### config.mk
export PLATFORM = sky130hd
export DESIGN_NAME = fft_frame_sequencer
export DESIGN_NICKNAME = d
export VERILOG_FILES = /design/src/rtl/fft_frame_sequencer.sv
export SDC_FILE = /design/constraint.sdc
export NUM_CORES = 1
export LEC_CHECK = 0
export CAP_MARGIN = 15
export CELL_PAD_IN_SITES_DETAIL_PLACEMENT = 1
export CELL_PAD_IN_SITES_GLOBAL_PLACEMENT = 1
export CORE_MARGIN = 2
export CORE_UTILIZATION = 36
export DETAILED_ROUTE_END_ITERATION = 12
export GPL_TIMING_DRIVEN = 0
export PLACE_DENSITY_LB_ADDON = 0.1
export SYNTH_ARGS = -nofsm -noshare
export SYNTH_HDL_FRONTEND = slang
export SYNTH_SLANG_ARGS = --single-unit
### constraint.sdc
create_clock -name Clock -period 2.3 [get_ports Clock]
set_input_delay 0.23 -clock Clock [delete_from_list [all_inputs] [get_ports Clock]]
set_output_delay 0.23 -clock Clock [all_outputs]
set_load 0.005 [all_outputs]
### src/rtl/fft_frame_sequencer.sv
// rtl/fft_frame_sequencer.sv - packs serial samples into an FFT frame, captures the results and streams them out
module fft_frame_sequencer #(
    parameter int N_PTS   = 8,
    parameter int IN_W    = 4,
    parameter int OUT_W   = 26,
    parameter int FFT_LAT = 1
) (
    input  logic                       Clock,
    input  logic                       Reset,
    input  logic                       s_valid,
    output logic                       s_ready,
    input  logic [IN_W-1:0]            s_data,
    output logic [N_PTS*IN_W-1:0]      fft_x,
    input  logic [N_PTS*OUT_W-1:0]     fft_X,
    output logic                       m_valid,
    input  logic                       m_ready,
    output logic [OUT_W-1:0]           m_data,
    output logic [$clog2(N_PTS)-1:0]   m_index,
    output logic                       m_last,
    output logic                       frame_done,
    output logic [7:0]                 frame_cnt
);
    localparam int IDX_W = $clog2(N_PTS);
    localparam int WC_W  = $clog2(FFT_LAT + 2);
    localparam logic [IDX_W-1:0] LAST_IDX = IDX_W'(N_PTS - 1);

    typedef enum logic [1:0] {
        ST_LOAD   = 2'd0,
        ST_WAIT   = 2'd1,
        ST_UNLOAD = 2'd2
    } state_t;

    state_t                   state;
    state_t                   state_nxt;
    logic [IDX_W-1:0]         wr_idx;
    logic [WC_W-1:0]          wait_cnt;
    logic [N_PTS*OUT_W-1:0]   result_buf;
    logic                     load_hs;
    logic                     unload_hs;
    logic                     capture;

    always_ff @(posedge Clock) begin
        if (Reset) begin
            state <= ST_LOAD;
        end else begin
            state <= state_nxt;
        end
    end

    always_comb begin
        state_nxt = state;
        s_ready   = 1'b0;
        m_valid   = 1'b0;
        load_hs   = 1'b0;
        unload_hs = 1'b0;
        capture   = 1'b0;
        case (state)
            ST_LOAD: begin
                s_ready = 1'b1;
                load_hs = s_valid;
                if (s_valid && (wr_idx == LAST_IDX)) begin
                    state_nxt = ST_WAIT;
                end
            end
            ST_WAIT: begin
                capture = (wait_cnt == WC_W'(FFT_LAT));
                if (capture) begin
                    state_nxt = ST_UNLOAD;
                end
            end
            ST_UNLOAD: begin
                m_valid   = 1'b1;
                unload_hs = m_ready;
                if (m_ready && (m_index == LAST_IDX)) begin
                    state_nxt = ST_LOAD;
                end
            end
            default: state_nxt = ST_LOAD;
        endcase
    end

    assign m_last = m_valid && (m_index == LAST_IDX);
    assign m_data = result_buf[m_index*OUT_W +: OUT_W];

    // Indices only move on handshakes and return to zero on the frame's final transfer.
    always_ff @(posedge Clock) begin
        if (Reset) begin
            fft_x      <= '0;
            result_buf <= '0;
            wr_idx     <= '0;
            m_index    <= '0;
            wait_cnt   <= '0;
            frame_cnt  <= '0;
            frame_done <= 1'b0;
        end else begin
            frame_done <= 1'b0;
            if (load_hs) begin
                fft_x[wr_idx*IN_W +: IN_W] <= s_data;
                if (wr_idx == LAST_IDX) begin
                    wr_idx   <= '0;
                    wait_cnt <= '0;
                end else begin
                    wr_idx <= wr_idx + 1'b1;
                end
            end
            if (state == ST_WAIT) begin
                wait_cnt <= wait_cnt + 1'b1;
            end
            if (capture) begin
                result_buf <= fft_X;
            end
            if (unload_hs) begin
                if (m_index == LAST_IDX) begin
                    m_index    <= '0;
                    frame_cnt  <= frame_cnt + 8'd1;
                    frame_done <= 1'b1;
                end else begin
                    m_index <= m_index + 1'b1;
                end
            end
        end
    end
endmodule
Word level (Yosys, flattened, before mapping)
Cells that the tools add are included.
{"block": "totals", "register_bits": 259, "output_inout_bits": 73, "wordCells": 52}
{"block": "op_classes", "addsub": 5, "multipliers": 1, "n_eq_ne": 8, "n_shift": 3, "muxes": 16, "bitwise_logic": 1, "reduce_logical": 10}
{"cell": "208-bit by 9-bit indexed part select with 26-bit output", "n": 1}
{"cell": "5-bit negator with 34-bit output", "n": 1}
{"cell": "4-bit by 34-bit variable shift with 32-bit output (first input constant)", "n": 1}
{"cell": "4-bit by 34-bit indexed part select with 32-bit output", "n": 1}
{"cell": "32-bit bitwise mux", "n": 1}
{"cell": "2-bit two-way mux", "n": 6}
{"cell": "8-bit by 1-bit adder with 8-bit output (second input constant)", "n": 1}
{"cell": "3-bit by 4-bit multiplier with 7-bit output (second input constant)", "n": 1}
{"cell": "3-bit by 1-bit adder with 3-bit output (second input constant)", "n": 2}
{"cell": "3-bit equality test (second input constant)", "n": 2}
{"cell": "1-bit two-way mux", "n": 6}
{"cell": "3-bit two-way mux", "n": 2}
{"cell": "2-bit != test (second input constant)", "n": 3}
{"cell": "2-bit one-hot mux with 3 select lines", "n": 1}
{"cell": "2-bit by 1-bit equality test with 1-bit output (second input constant)", "n": 2}
{"cell": "2-bit AND reduction", "n": 2}
{"cell": "2-bit nonzero test", "n": 2}
{"cell": "1-bit logical AND", "n": 3}
{"cell": "3-bit AND reduction", "n": 1}
{"cell": "2-bit by 1-bit adder with 2-bit output (second input constant)", "n": 1}
{"cell": "2-bit equality test (second input constant)", "n": 1}
{"cell": "2-bit logical NOT", "n": 1}
{"cell": "2-bit OR reduction", "n": 1}
{"cell": "1-bit NOT", "n": 1}

Logic depth before layout (Yosys ltp)
{"block": "depth", "ltp_word": 4, "mapped_depth": 8, "depth_no_buf": 6}

Least setup slack after synthesis
No wires, ideal clock.
{"block": "synth_path", "path_kind": "register -> register", "start": "reg wr_idx[0]", "end": "reg fft_x[20]", "setup_time_ps": 125, "t_arrival_ps": 1676, "required_time_ps": 2175, "slack_ps": 498, "stages_incl_launch_ff": 8, "path_buffers": 1, "period_less_slack_ps": 1802, "cell_sequence": "dfxtp_1 > buf_2 > inv_1 > ha_1 > ha_1 > nor3b_1 > nand3_1 > mux2i_1"}
{"block": "synth_between", "elab_chain_len": 3, "word_cells_on_any_way": 4, "classes_between": "1 x add/sub; 2 x shift; 1 x mux"}
{"element": "start: declaration", "line": "35", "text": "logic [IDX_W-1:0] wr_idx;"}
{"element": "start signal: assignment", "line": "103", "text": "wr_idx <= wr_idx + 1'b1;"}
{"element": "5-bit negator with 34-bit output (*)", "line": "98", "text": "fft_x[wr_idx*IN_W +: IN_W] <= s_data;"}
{"element": "4-bit by 34-bit indexed part select with 32-bit output or 4-bit by 34-bit variable shift with 32-bit output (tied branches)", "line": "98"}
{"element": "32-bit bitwise mux (*)", "line": "98"}
{"element": "end signal: indexed assignment", "line": "98"}
{"element": "end: declaration", "line": "13", "text": "output logic [N_PTS*IN_W-1:0] fft_x,"}
Every way passes the cells marked *; elsewhere a longest branch is shown, timed or not.
A chain may end at the register's enable or synchronous reset.

Final worst setup path
{"block": "layout_path", "start": "reg m_index[0]", "end": "out m_data[9]"}
{"block": "layout_between", "elab_chain_len": 2}
{"element": "start: declaration", "line": "18", "text": "output logic [$clog2(N_PTS)-1:0] m_index,"}
{"element": "start signal: assignment", "line": "118", "text": "m_index <= m_index + 1'b1;"}
{"element": "3-bit by 4-bit multiplier with 7-bit output", "line": "83", "text": "assign m_data = result_buf[m_index*OUT_W +: OUT_W];"}
{"element": "208-bit by 9-bit indexed part select with 26-bit output", "line": "83"}
{"element": "end: declaration", "line": "17", "text": "output logic [OUT_W-1:0] m_data,"}
Every way passes these cells.

==> results.py <==
metrics = {
    "detailed_routing": {
        "routed_wl_um": 43840,
        "post_drt_via_cell_ratio": 5.186,
        "dr.pass1.iters": 5,
        "routedWlPerCell_um": 21.99,
        "drtIter0Drc": 589,
        "antenna_left": 0,
        "remaining_drc_errors": 0,
        "via_count": 10340,
    },
    "clock_tree": {
        "cts_tree": "done",
        "cts_hold_buf": 0,
        "cts_buffers": 29,
        "insertion_delay_ps": 550,
        "cts_max_level": 1,
        "clock_sinks": 259,
        "cts_root_buf": "clkbuf_16",
        "clk_pin_slew_ps": 60,
        "clockBufferDepth": 3,
    },
    "layout": {
        "multi_input_area_um2": 5379,
        "ff_latch_area_um2": 5191,
        "nets": 1806,
        "area_growth_syn_to_layout_pct": 45.75,
        "finish.utilization_pct": 53.63,
        "final_cell_area_um2": 15980,
        "drive_gt1_share_pct": 16.47,
        "nFillCells": 3430,
    },
    "critical_path": {
        "r2r-end": "fft_x[21]",
        "slowest_delay_ps": 550,
        "r2r_slack_ps": 180,
        "slowest_stage": "mux4_2",
        "cp-start-kind": "flop",
        "reg2reg_from": "wr_idx[0]",
        "crit_family": "multiplexers",
        "worst_setup_path_end_kind": "output pin",
        "rr_worst_depth": 7,
        "cp_max_fo": 5,
        "crit_type": "flop to output pin",
        "cp_num_buf_inv": 5,
        "critPathRequiredTime_ps": 2070,
        "crit_path_cell_trace": "buf_12, buf_8, buf_12, buf_6, mux4_2, mux2_4, buf_6",
        "crit_arrival_ps": 2370,
    },
    "power_and_ir_drop": {
        "swShare_pct": 22.45,
        "pwr-share-comb_pct": 6.5,
        "powerDensity_nw_per_um2": 609.9,
        "clockPowerShare_pct": 47.4,
        "leakage_nw": 5.665,
        "net-switching-power_mw": 2.189,
        "vdd_drop_max_mv": 0.5104,
        "seq_power_share_pct": 46.2,
        "p_int_mw": 7.558,
    },
    "synthesis": {
        "synth.cell_area_um2": 10960,
        "ys_ff_latch": 259,
        "ys.warnings.count": 0,
        "yosysSeqAreaShare_pct": 47.29,
        "syn_nets": 1452,
        "syn_inst": 1227,
        "synth.distinct_cells": 33,
        "avgSynthCellArea_um2": 8.936,
    },
    "flow_run": {
        "drv_cap": 0,
    },
    "place": {
        "port-buffer-count": 287,
        "dpl_cell_area_um2": 14330,
        "gp_congestion": 0.8194,
        "hpwl_um": 31430,
    },
    "die": {
        "io_pins": 289,
        "row_count": 63,
        "core_um2": 29800,
        "die_height_um": 178.5,
        "start_util_pct": 36.80,
        "dieArea_um2": 31870,
        "die_x_um": 178.5,
    },
    "global_route": {
        "grt_overflow": 0,
        "grt_pass1_vias": 10984,
        "antenna_found_initial": 3,
        "grtUsageTotal_pct": 27.33,
        "grt_pass1_wl_um": 64660,
        "grt_start_max_net_pins": 14,
    },
    "sta": {
        "slew_headroom_pct": 44.57,
        "worst_slew_pin_slew_ps": 831.5,
        "fin_hold_ws_ps": 190.7,
        "fmax_ghz": 0.3839,
        "drv_slew": 0,
        "setup_violations": 26,
        "rsz0062_at_grt": "yes",
        "hold_violations": 0,
        "clock_skew_ps": 6.759,
        "min_period_over_period_pct": 113.2,
        "setup_ws_ps": -304.6,
        "min_period_ps": 2605,
    },
    "status": {
        "violations": "setup timing",
        "status": "finished, violations left",
    },
    "min_path": {
        "hp-start": "Reset",
        "hold_class": "input pin to flop",
        "holdPathEnd": "fft_x[24]",
        "whs_path_depth": 3,
    },
}
## layout by cell type, fill, tap and decap left out, drive strengths merged, types with 2 or more instances in the layout
master	n
or4	3
nand2b	37
nor3	2
clkbuf	87
o21ai	5
buf	115
or3b	2
inv	5
nand2	427
o31ai	3
nand3b	5
nand3	8
nor2	11
clkdlybuf4s50	260
mux2	27
a21oi	222
nand4	3
mux2i	35
and4b	2
nor3b	3
mux4	52
dfxtp	259
clkinv	7
or3	4
ha	9
nor2b	2
## logic make-up after synthesis
family / Yosys count / share of synthesized area [%]
flops: 259 / 47.29
simple gates: 513 / 19.71
compound gates: 230 / 10.57
fa+ha+maj: 9 / 1.027
mux: 114 / 16.65
buf+inv: 101 / 4.679
xor+xnor: 1 / 0.07990
## registers in the layout, summed over array words and instances, names as in the netlist
register / flops
wr_idx: 3
state: 2
fft_x: 32
frame_cnt: 8
frame_done: 1
wait_cnt: 2
m_index: 3
result_buf: 208
## Yosys cell counts
cell	n	area share, %
o21ai_0	5	0.23
nand3_1	8	0.37
nor3_1	2	0.091
ha_1	9	1.0
nor2b_1	2	0.11
and4b_1	2	0.18
clkbuf_2	2	0.091
nor3b_1	2	0.14
nor4b_2	1	0.14
buf_2	33	1.5
nand3b_1	5	0.34
buf_6	1	0.10
and2_1	1	0.057
nor3b_2	1	0.11
clkbuf_1	38	1.3
mux2i_1	35	3.2
buf_4	22	1.5
nand2b_1	37	2.1
nand4b_4	1	0.22
mux2_2	27	2.8
and3b_1	1	0.080
nand4_1	3	0.17
xor2_1	1	0.080
mux4_2	52	11
or3_1	4	0.23
inv_1	5	0.17
nand2_1	427	15
a21oi_1	222	10
o31ai_1	3	0.21
nor2_1	11	0.38
or3b_2	2	0.16
dfxtp_1	259	47
or4_1	3	0.21
## metrics by stage
stage	std cells	setup slack [ps]	TNS (ps)	total power, mW
3_5_place_dp	1904	-621.8	-13490	5.228
3_3_place_gp	1904	-588.4	-13040	5.227
4_1_cts	1986	-337.5	-6433	9.802
6_report	1994	-304.6	-5969	9.747
5_1_grt	1993	-326.6	-7129	10.01
2_1_floorplan	1227	498.1	0	4.735
## area by class of cell
| cell class | count | area share, % |
|---|---|---|
| Antenna cell | 1 | 0.01566 |
| Buffer | 96 | 4.064 |
| Clock buffer | 44 | 5.395 |
| Clock inverter | 9 | 0.4541 |
| Inverter | 5 | 0.1174 |
| Multi-Input combinational cell | 867 | 33.66 |
| Sequential cell | 259 | 32.49 |
| Tap cell | 390 | 3.054 |
| Timing Repair Buffer | 323 | 20.76 |
## power groups by stage
| stage | sequential, mW | combinational [mW] | clock (mW) |
|---|---|---|---|
| 2_1_floorplan | 4.60 | 0.135 | 0 |
| 3_3_place_gp | 4.60 | 0.627 | 0 |
| 3_5_place_dp | 4.60 | 0.628 | 0 |
| 4_1_cts | 4.50 | 0.632 | 4.67 |
| 5_1_grt | 4.50 | 0.665 | 4.84 |
| 6_report | 4.50 | 0.631 | 4.62 |
## metal layers
layer	vias to the layer above	track usage, %	part of all wire [%]
li1	4855	-	-
met1	5067	34.49	41
met2	334	46.07	48
met3	82	5.754	7.1
met4	2	9.858	3.5
met5	-	0	0.021
## how the worst max path moves through the flow
stage,from,endpoint,slack (ps),depth (start not counted)
after floorplan,wr_idx[0],fft_x[20],500,7
after global placement,m_index[1],m_data[4],-590,5
after detailed placement,m_index[1],m_data[25],-620,5
after CTS,m_index[0],m_data[9],-340,7
after global routing,m_index[0],m_data[9],-330,7
final,m_index[0],m_data[9],-300,7
## worst min-delay path: cells and delay by family
kind / cells / cell delay [ps]
muxes: 1 / 110
and+or+nand+nor: 1 / 180
buffers and inverters: 1 / 170
## timing repair
item,CTS,global route
endpoints found under the setup margin,28,27
cloned,2,0
resized for setup,196,24
setup buffers,27,10
Note: power is estimated with default switching activity, not from simulation.
